===== config.mk =====
export PLATFORM = sky130hd
export DESIGN_NAME = pwm_demodulator_flat
export DESIGN_NICKNAME = d
export VERILOG_FILES = /design/src/rtl/pwm_demodulator_if.sv /design/src/rtl/pwm_demodulator.sv /design/src/flat_wrapper.sv
export SDC_FILE = /design/constraint.sdc
export NUM_CORES = 1
export LEC_CHECK = 0
export CAP_MARGIN = 20
export CORE_AREA = 2 2 84 46
export CTS_CLUSTER_SIZE = 30
export DETAILED_ROUTE_END_ITERATION = 10
export DIE_AREA = 0 0 86 48
export PLACE_DENSITY_LB_ADDON = 0.12
export SYNTH_ARGS = -nofsm -noshare
export SYNTH_HDL_FRONTEND = slang
export SYNTH_SLANG_ARGS = --single-unit
export TNS_END_PERCENT = 1

===== constraint.sdc =====
create_clock -name clk -period 3.35 [get_ports clk]
set_input_delay 0.67 -clock clk [delete_from_list [all_inputs] [get_ports clk]]
set_output_delay 0.67 -clock clk [all_outputs]
set_load 0.01 [all_outputs]

===== src/rtl/pwm_demodulator_if.sv =====
// Bus between a PWM stream source/consumer (master) and the demodulator (slave).
interface pwm_demodulator_if #(
  parameter int DUTY_WIDTH = 7
);
  logic                  pwm_in;
  logic                  enable;
  logic [DUTY_WIDTH-1:0] duty;
  logic                  duty_valid;
  logic                  locked;
  logic                  sync_err;

  modport master (
    output pwm_in,
    output enable,
    input  duty,
    input  duty_valid,
    input  locked,
    input  sync_err
  );

  modport slave (
    input  pwm_in,
    input  enable,
    output duty,
    output duty_valid,
    output locked,
    output sync_err
  );
endinterface


===== src/rtl/pwm_demodulator.sv =====
// Recovers one high-step count per PWM symbol from a serial high-first PWM
// stream, aligning on rising edges and tracking lock across clean symbols.
module pwm_demodulator #(
  parameter int CLKS_PER_STEP = 2,
  parameter int PWM_STEPS     = 64,
  parameter int LOCK_SYMBOLS  = 4
) (
  input  logic             clk,
  input  logic             rst,
  pwm_demodulator_if.slave bus
);

  localparam int DUTY_WIDTH = $clog2(PWM_STEPS + 1);
  localparam int CW         = (CLKS_PER_STEP > 1) ? $clog2(CLKS_PER_STEP) : 1;
  localparam int SW         = $clog2(PWM_STEPS);
  localparam int GW         = $clog2(LOCK_SYMBOLS + 1);

  localparam logic [1:0] ST_IDLE  = 2'd0;
  localparam logic [1:0] ST_HUNT  = 2'd1;
  localparam logic [1:0] ST_TRACK = 2'd2;

  localparam logic [CW-1:0]         CLK_ZERO   = CW'(1'b0);
  localparam logic [CW-1:0]         CLK_ONE    = CW'(1'b1);
  localparam logic [CW-1:0]         CLK_LAST   = CW'(CLKS_PER_STEP - 1);
  localparam logic [CW-1:0]         SAMPLE_PT  = CW'(CLKS_PER_STEP / 2);
  localparam logic [SW-1:0]         STEP_ZERO  = SW'(1'b0);
  localparam logic [SW-1:0]         STEP_ONE   = SW'(1'b1);
  localparam logic [SW-1:0]         STEP_LAST  = SW'(PWM_STEPS - 1);
  localparam logic [DUTY_WIDTH-1:0] ACC_ZERO   = DUTY_WIDTH'(1'b0);
  localparam logic [DUTY_WIDTH-1:0] ACC_ONE    = DUTY_WIDTH'(1'b1);
  localparam logic [GW-1:0]         GOOD_ZERO  = GW'(1'b0);
  localparam logic [GW-1:0]         GOOD_ONE   = GW'(1'b1);
  localparam logic [GW-1:0]         LOCK_CNT   = GW'(LOCK_SYMBOLS);

  logic                  sync1_q, pwm_s_q, pwm_d_q;
  logic [1:0]            state_q, state_d;
  logic [CW-1:0]         clk_cnt_q, clk_cnt_d;
  logic [SW-1:0]         step_cnt_q, step_cnt_d;
  logic [DUTY_WIDTH-1:0] acc_q, acc_d;
  logic [GW-1:0]         good_q, good_d;
  logic [DUTY_WIDTH-1:0] duty_q, duty_d;
  logic                  duty_valid_q, duty_valid_d;
  logic                  locked_q, locked_d;
  logic                  sync_err_q, sync_err_d;

  logic                  rise_s, at_origin_s, process_s, restart_s;
  logic [CW-1:0]         clk_pos_s;
  logic [SW-1:0]         step_pos_s;
  logic [DUTY_WIDTH-1:0] acc_sum_s;
  logic [GW-1:0]         good_inc_s;

  // Next-state: alignment, sampling, symbol completion and lock bookkeeping.
  always_comb begin
    rise_s       = pwm_s_q & ~pwm_d_q;
    at_origin_s  = (clk_cnt_q == CLK_ZERO) && (step_cnt_q == STEP_ZERO);
    good_inc_s   = (good_q == LOCK_CNT) ? good_q : good_q + GOOD_ONE;
    process_s    = 1'b0;
    restart_s    = 1'b0;
    state_d      = state_q;
    clk_cnt_d    = clk_cnt_q;
    step_cnt_d   = step_cnt_q;
    acc_d        = acc_q;
    good_d       = good_q;
    duty_d       = duty_q;
    duty_valid_d = 1'b0;
    locked_d     = locked_q;
    sync_err_d   = 1'b0;
    clk_pos_s    = clk_cnt_q;
    step_pos_s   = step_cnt_q;
    acc_sum_s    = acc_q;

    if (!bus.enable) begin
      state_d    = ST_IDLE;
      clk_cnt_d  = CLK_ZERO;
      step_cnt_d = STEP_ZERO;
      acc_d      = ACC_ZERO;
      good_d     = GOOD_ZERO;
      locked_d   = 1'b0;
    end else begin
      case (state_q)
        ST_IDLE: begin
          clk_cnt_d  = CLK_ZERO;
          step_cnt_d = STEP_ZERO;
          acc_d      = ACC_ZERO;
          good_d     = GOOD_ZERO;
          locked_d   = 1'b0;
          state_d    = ST_HUNT;
        end
        ST_HUNT: begin
          if (rise_s) begin
            state_d   = ST_TRACK;
            process_s = 1'b1;
          end else begin
            state_d   = ST_HUNT;
          end
        end
        ST_TRACK: begin
          process_s = 1'b1;
          // An edge off the symbol origin re-anchors the frame at this cycle.
          if (rise_s && !at_origin_s) begin
            restart_s  = 1'b1;
            sync_err_d = 1'b1;
            good_d     = GOOD_ZERO;
            locked_d   = 1'b0;
          end else begin
            restart_s  = 1'b0;
          end
        end
        default: begin
          state_d    = ST_IDLE;
          clk_cnt_d  = CLK_ZERO;
          step_cnt_d = STEP_ZERO;
          acc_d      = ACC_ZERO;
          good_d     = GOOD_ZERO;
          locked_d   = 1'b0;
        end
      endcase

      clk_pos_s  = restart_s ? CLK_ZERO : clk_cnt_q;
      step_pos_s = restart_s ? STEP_ZERO : step_cnt_q;
      acc_sum_s  = (restart_s ? ACC_ZERO : acc_q) +
                   (((clk_pos_s == SAMPLE_PT) && pwm_s_q) ? ACC_ONE : ACC_ZERO);

      if (process_s) begin
        if (clk_pos_s == CLK_LAST) begin
          clk_cnt_d = CLK_ZERO;
          if (step_pos_s == STEP_LAST) begin
            step_cnt_d   = STEP_ZERO;
            acc_d        = ACC_ZERO;
            duty_d       = acc_sum_s;
            duty_valid_d = 1'b1;
            good_d       = good_inc_s;
            locked_d     = (good_inc_s == LOCK_CNT);
          end else begin
            step_cnt_d   = step_pos_s + STEP_ONE;
            acc_d        = acc_sum_s;
          end
        end else begin
          clk_cnt_d  = clk_pos_s + CLK_ONE;
          step_cnt_d = step_pos_s;
          acc_d      = acc_sum_s;
        end
      end else begin
        clk_cnt_d  = clk_cnt_q;
      end
    end
  end

  // Input synchronizer; resets to 1 so a line already high is not taken as an edge.
  always_ff @(posedge clk) begin
    if (rst) begin
      sync1_q <= 1'b1;
      pwm_s_q <= 1'b1;
      pwm_d_q <= 1'b1;
    end else begin
      sync1_q <= bus.pwm_in;
      pwm_s_q <= sync1_q;
      pwm_d_q <= pwm_s_q;
    end
  end

  // Tracking state, counters and registered outputs.
  always_ff @(posedge clk) begin
    if (rst) begin
      state_q      <= ST_IDLE;
      clk_cnt_q    <= CLK_ZERO;
      step_cnt_q   <= STEP_ZERO;
      acc_q        <= ACC_ZERO;
      good_q       <= GOOD_ZERO;
      duty_q       <= ACC_ZERO;
      duty_valid_q <= 1'b0;
      locked_q     <= 1'b0;
      sync_err_q   <= 1'b0;
    end else begin
      state_q      <= state_d;
      clk_cnt_q    <= clk_cnt_d;
      step_cnt_q   <= step_cnt_d;
      acc_q        <= acc_d;
      good_q       <= good_d;
      duty_q       <= duty_d;
      duty_valid_q <= duty_valid_d;
      locked_q     <= locked_d;
      sync_err_q   <= sync_err_d;
    end
  end

  assign bus.duty       = duty_q;
  assign bus.duty_valid = duty_valid_q;
  assign bus.locked     = locked_q;
  assign bus.sync_err   = sync_err_q;

endmodule


===== src/flat_wrapper.sv =====
// flat-port wrapper written by rule: the top's interface ports become plain ports
module pwm_demodulator_flat 
#(
  parameter int CLKS_PER_STEP = 2,
  parameter int PWM_STEPS     = 64,
  parameter int LOCK_SYMBOLS  = 4
)
  (clk, rst, bus_pwm_in, bus_enable, bus_duty, bus_duty_valid, bus_locked, bus_sync_err);
  pwm_demodulator_if #(.DUTY_WIDTH((7))) bus_i ();
  input  logic clk;
  input  logic rst;
  input wire logic [$bits(bus_i.pwm_in)-1:0] bus_pwm_in;
  input wire logic [$bits(bus_i.enable)-1:0] bus_enable;
  output wire logic [$bits(bus_i.duty)-1:0] bus_duty;
  output wire logic [$bits(bus_i.duty_valid)-1:0] bus_duty_valid;
  output wire logic [$bits(bus_i.locked)-1:0] bus_locked;
  output wire logic [$bits(bus_i.sync_err)-1:0] bus_sync_err;
  assign bus_i.pwm_in = bus_pwm_in;
  assign bus_i.enable = bus_enable;
  assign bus_duty = bus_i.duty;
  assign bus_duty_valid = bus_i.duty_valid;
  assign bus_locked = bus_i.locked;
  assign bus_sync_err = bus_i.sync_err;
  pwm_demodulator #(.CLKS_PER_STEP(CLKS_PER_STEP), .PWM_STEPS(PWM_STEPS), .LOCK_SYMBOLS(LOCK_SYMBOLS)) u_core (.clk(clk), .rst(rst), .bus(bus_i));
endmodule

Yosys cells after proc, flatten, opt, wreduce, memory -nomap -nowiden --
Cells that the tools add are included.
Storage, ports and cells: bits in registers 32, latch bits 0, RAM bits 0, ROM bits 0, input port bits 4, output and inout port bits 10, word-level logic and storage cells 71, memories kept 0
Cells by class: $add $sub $neg 4, $mul 0, divide/modulo/power cells 0, order comparisons 0, equal/unequal tests 6, shifts and indexed selects 0, muxes and demuxes 33, bitwise gates (word level) 6, reduce and logical (&&, ||, !) cells 10
Operator list (number):
- $mux W7 | 5
- $mux W6 | 5
- $mux W3 | 5
- $mux W1 | 13
- $add A7 B7 Y7 | 1
- $add A6 B1 Y6 const B | 1
- $eq A3 B3 Y1 const B | 2
- $eq A6 B6 Y1 const B | 1
- $logic_not A6 Y1 | 1
- $pmux W2 S3 | 1
- $pmux W3 S2 | 1
- $not A1 Y1 | 5
- $pmux W1 S2 | 2
- $reduce_and A4 Y1 | 1
- $reduce_or A2 Y1 | 2
- $reduce_or A4 Y1 | 1
- $add A3 B1 Y3 const B | 1
- $logic_and A1 B1 Y1 | 3
- $eq A2 B1 Y1 const B | 1
- $eq A2 B2 Y1 const B | 1
- $logic_not A2 Y1 | 1
- $mux W2 | 1
- $ne A2 B1 Y1 const B | 1
- $add A1 B1 Y1 const B | 1
- 2 further kinds | 2

Longest topological paths before layout --
depth in word-level cells 14, gate-level depth with buffers 13, mapped depth without buffers 12

Worst setup path after synthesis --
No wires, ideal clock.
path type register to register, from register u_core.state_q[0], to register u_core.duty_q[6] (netlist: u_core.bus.duty[6]), library setup time 0.070 ns, arrival time 2.533 ns, data required time 3.280 ns, slack 0.747 ns, cell stages (with the launch flop) 14, path buffers 1, period minus slack after synthesis 2.603 ns, cells stage by stage dfxtp_1 inv_1 ha_1 buf_2 nand3b_1 a21oi_1 nor2b_1 ha_1 ha_1 nand3_1 or2_2 xor2_1 or3_1 a21oi_1
On the way: word-level cells in the longest chain between the ends 7, elaborated cells between the ends (all ways) 14, those cells by class add/sub (1); eq/ne (3); mux (8); reduce/logical (2)
RTL lines:
- from (decl) | RTL line pwm_demodulator.sv:36 | logic [1:0] state_q, state_d;
- from (signal assigned) | RTL line pwm_demodulator.sv:175 | state_q <= state_d;
- $eq A2 B2 Y1 | RTL line pwm_demodulator.sv:80 | case (state_q)
- $mux W1 | RTL line pwm_demodulator.sv:80
- $mux W1 | RTL line pwm_demodulator.sv:72 | if (!bus.enable) begin
- $mux W1 | RTL line pwm_demodulator.sv:119 | clk_pos_s = restart_s ? CLK_ZERO : clk_cnt_q;
- $logic_and A1 B1 Y1 | RTL line pwm_demodulator.sv:122 | (((clk_pos_s == SAMPLE_PT) && pwm_s_q) ? ACC_ONE : ACC_ZERO);
- $mux W1 | RTL line pwm_demodulator.sv:122
- $add A7 B7 Y7 | RTL line pwm_demodulator.sv:121 | acc_sum_s = (restart_s ? ACC_ZERO : acc_q) +
- to (signal assigned) | RTL line pwm_demodulator.sv:180 | duty_q <= duty_d;
- to (decl) | RTL line pwm_demodulator.sv:41 | logic [DUTY_WIDTH-1:0] duty_q, duty_d;
Several ways; a longest one is shown, not always the timed one. The select of a mux whose other input is x is not followed. A chain may end at the register's enable or synchronous reset.

Worst setup path after layout --
Same ends and word-level chain as after synthesis.

==> metrics.txt <==
status finished clean; upper clock frequency limit 327 MHz; setup_tns 0 ns; Root Driver clkbuf_8; CP Launch Type flop; IO Count 14; Starting DRT DRC Count a little under 200; RR Startpoint u_core.state_q[0]$_SDFFE_PP0P_; CP Class flop to flop; RSZ-0062 raised after global routing false; Slew @ Worst Pin 0.885 ns; largest net degree at the start of global routing 22; met3 wire length 342 um; synth cell count leaders dfxtp_1, nor2_1, nand2_1; Post-Place Setup Slack about 0.4 ns; maximum vdd drop about 0.00027 V; post-cts hold buffer count 0; Tot Pwr roughly 0.00072 W; fin crit share roughly nine tenths; vias 1510; die extent in x between 80 and 90 um; fillers roughly 280; n_diodes 0; Syn Inst Count 198; Setup crit end u_core.bus.duty[6]$_SDFFE_PP0P_; highest routed metal layer met4; r2r setup slk 0.30 ns; initial antenna violation count 0; drt drc 0; final setup fails 0; Final Skew 0.00481 ns; CTS tree yes; Die Span Y 48 um; # resized after CTS 0; CP Data Required Time 3.57 ns; largest area contributor in the netlist dfxtp_1; met2 wire length 1530 um; Final #Nets 224; Slew Limit Fails 0; Syn. warnings 0; number of global-route vias before repair 1281; placed cell area 0.00181 sq mm; Synth Flop Type dfxtp_1; first-pass GRT wire length 6220 um; r2r endpoint u_core.bus.duty[6]$_SDFFE_PP0P_; max cap viols 0; Syn Nets 210; Max FO, Critical Path 11; Layout area overhead 15.1%; H-tree depth 2; vias per cell ~5.9; HPWL after detailed placement between 2000 and 3000 um; #FFs+latches synth 32; number of flops mapped to enable cells by yosys 0; sequential share of the synthesized area just under 40%; Post-CTS Setup Inserts 0; synthesized area 0.00166 sq mm; IO Port Bufs 13; min Tclk post-route between 3 and 4 ns; Worst EP arrival around 3.3 ns; gr ovfl total 0; clk_lat worst skew 0.29 ns; WL final 3940 um; Max Root-Sink Buffers 2; top-count cell post-synth dfxtp_1; largest cells by area after synthesis dfxtp_1, ha_1, nor2_1, a21oi_1, nand2_1; Routed met1 length 2030 um; Leakage Power roughly 0.67 nW; post-route ant nets 0; setup slack after layout 0.295 ns; synth unique cells 42; asr flop ratio synth 0%; critical path capture point type flop; slew margin rel. a little over 40%; DIE AREA 0.00413 sq mm; R2R cell count 10; multi-input logic area 953 sq um; Routed wire per std cell 15.4 um; fraction of layout cells with a size suffix above 1 8.92%; beginning of the critical path u_core.state_q[0]$_SDFFE_PP0P_; gr usage total 20.4%; Hold Path Stages 1; final-report hold violation count 0; FF/Latch Area 641 sq um; Avg Cell Area, Syn between 8 and 9 sq um; TritonCTS buffer count 5; Fin Hold WS 0.429 ns; clk slew on worst S/H paths 0.07 ns; detailed-router iteration count before antenna repair 5; FP Rows 15; core footprint 0.00332 sq mm; Initial Util 49.9%; worst hold path class flop to flop; fin area 0.00191 sq mm; Synth top area share about two fifths; clock sinks 32; Pwr per Cell Area 379 mW/mm^2; gpl congestion just under 0.9
## critical path, stage by stage (launching register included)
cell and delay, ns:
dfxtp_1 0.35, inv_1 0.09, ha_1 0.30, nand3b_1 0.33
and2_1 0.20, ha_1 0.24, nand3_1 0.18, a2111oi_4 0.45
nand3_2 0.29, or3_1 0.42, a21oi_1 0.15
## sequential cells by signal (all words and copies together), names as in the netlist, 2 cells and up
| signal | count |
|---|---|
| u_core.acc_q | 7 |
| u_core.step_cnt_q | 6 |
| u_core.state_q | 2 |
| u_core.bus.duty | 7 |
| u_core.good_q | 3 |
## worst min-delay path by stage
stage                               from                   endpoint
4_1_cts        u_core.sync1_q$_SDFF_PP1_  u_core.pwm_s_q$_SDFF_PP1_
6_report       u_core.sync1_q$_SDFF_PP1_  u_core.pwm_s_q$_SDFF_PP1_
3_3_place_gp   u_core.sync1_q$_SDFF_PP1_  u_core.pwm_s_q$_SDFF_PP1_
3_5_place_dp   u_core.sync1_q$_SDFF_PP1_  u_core.pwm_s_q$_SDFF_PP1_
2_1_floorplan  u_core.sync1_q$_SDFF_PP1_  u_core.pwm_s_q$_SDFF_PP1_
5_1_grt        u_core.sync1_q$_SDFF_PP1_  u_core.pwm_s_q$_SDFF_PP1_
## metrics by stage
| step | instances | util [%] |
|---|---|---|
| 6_report | 255 | 57.4 |
| 5_1_grt | 255 | 57.4 |
| 4_1_cts | 255 | 57.4 |
| 3_5_place_dp | 247 | 54.6 |
| 3_3_place_gp | 247 | 54.6 |
| 2_1_floorplan | 198 | - |
## final cells by class
class / instances / area share (%)
flip-flops and latches: 32 / 33.6
inverters: 6 / 1.18
well taps: 42 / 2.76
multi-input cells: 152 / 50.0
clock inverters: 2 / 0.525
clock buffers: 6 / 4.33
repair buffers: 15 / 7.61
## placed cells by master (no fill, tap or decap), types with 5 or more instances in the layout
master           Yosys  routed
nand3_1              8       8
and2_1               5       5
a21oi_1             17      17
inv_1                6       6
nand2_1             20      20
clkdlybuf4s50_1      0      13
a22oi_1              7       7
ha_1                 8       8
or3_1                5       5
nor3_1               5       5
dfxtp_1             32      32
nor2_1              24      24
clkbuf_8             0       6
## power by group
group | switching, W | internal (W)
Sequential | 0.00000181 | 0.000383
Clock | 0.000148 | 0.000164
Combinational | 0.0000170 | 0.00000955
Total | 0.000166 | 0.000556
## routing by layer
metal / track usage (%) / up-vias
met5: 0 / -
met4: 8.57 / 0
met3: 6.55 / 6
met2: 27.6 / 84
met1: 29.5 / 677
li1: - / 743
## logic make-up (layout without fill, tap and decap cells)
logic type      Yosys count  after routing  share of synthesized area, %
simple gates             93             93                          29.3
compound gates           43             43                          17.5
flops                    32             32                          38.7
buf+inv                  14             29                          3.78
fa+ha+maj                 8              8                          6.04
mux                       5              5                          3.10
xor+xnor                  3              3                          1.59
Note: power is estimated with default switching activity, not from simulation.
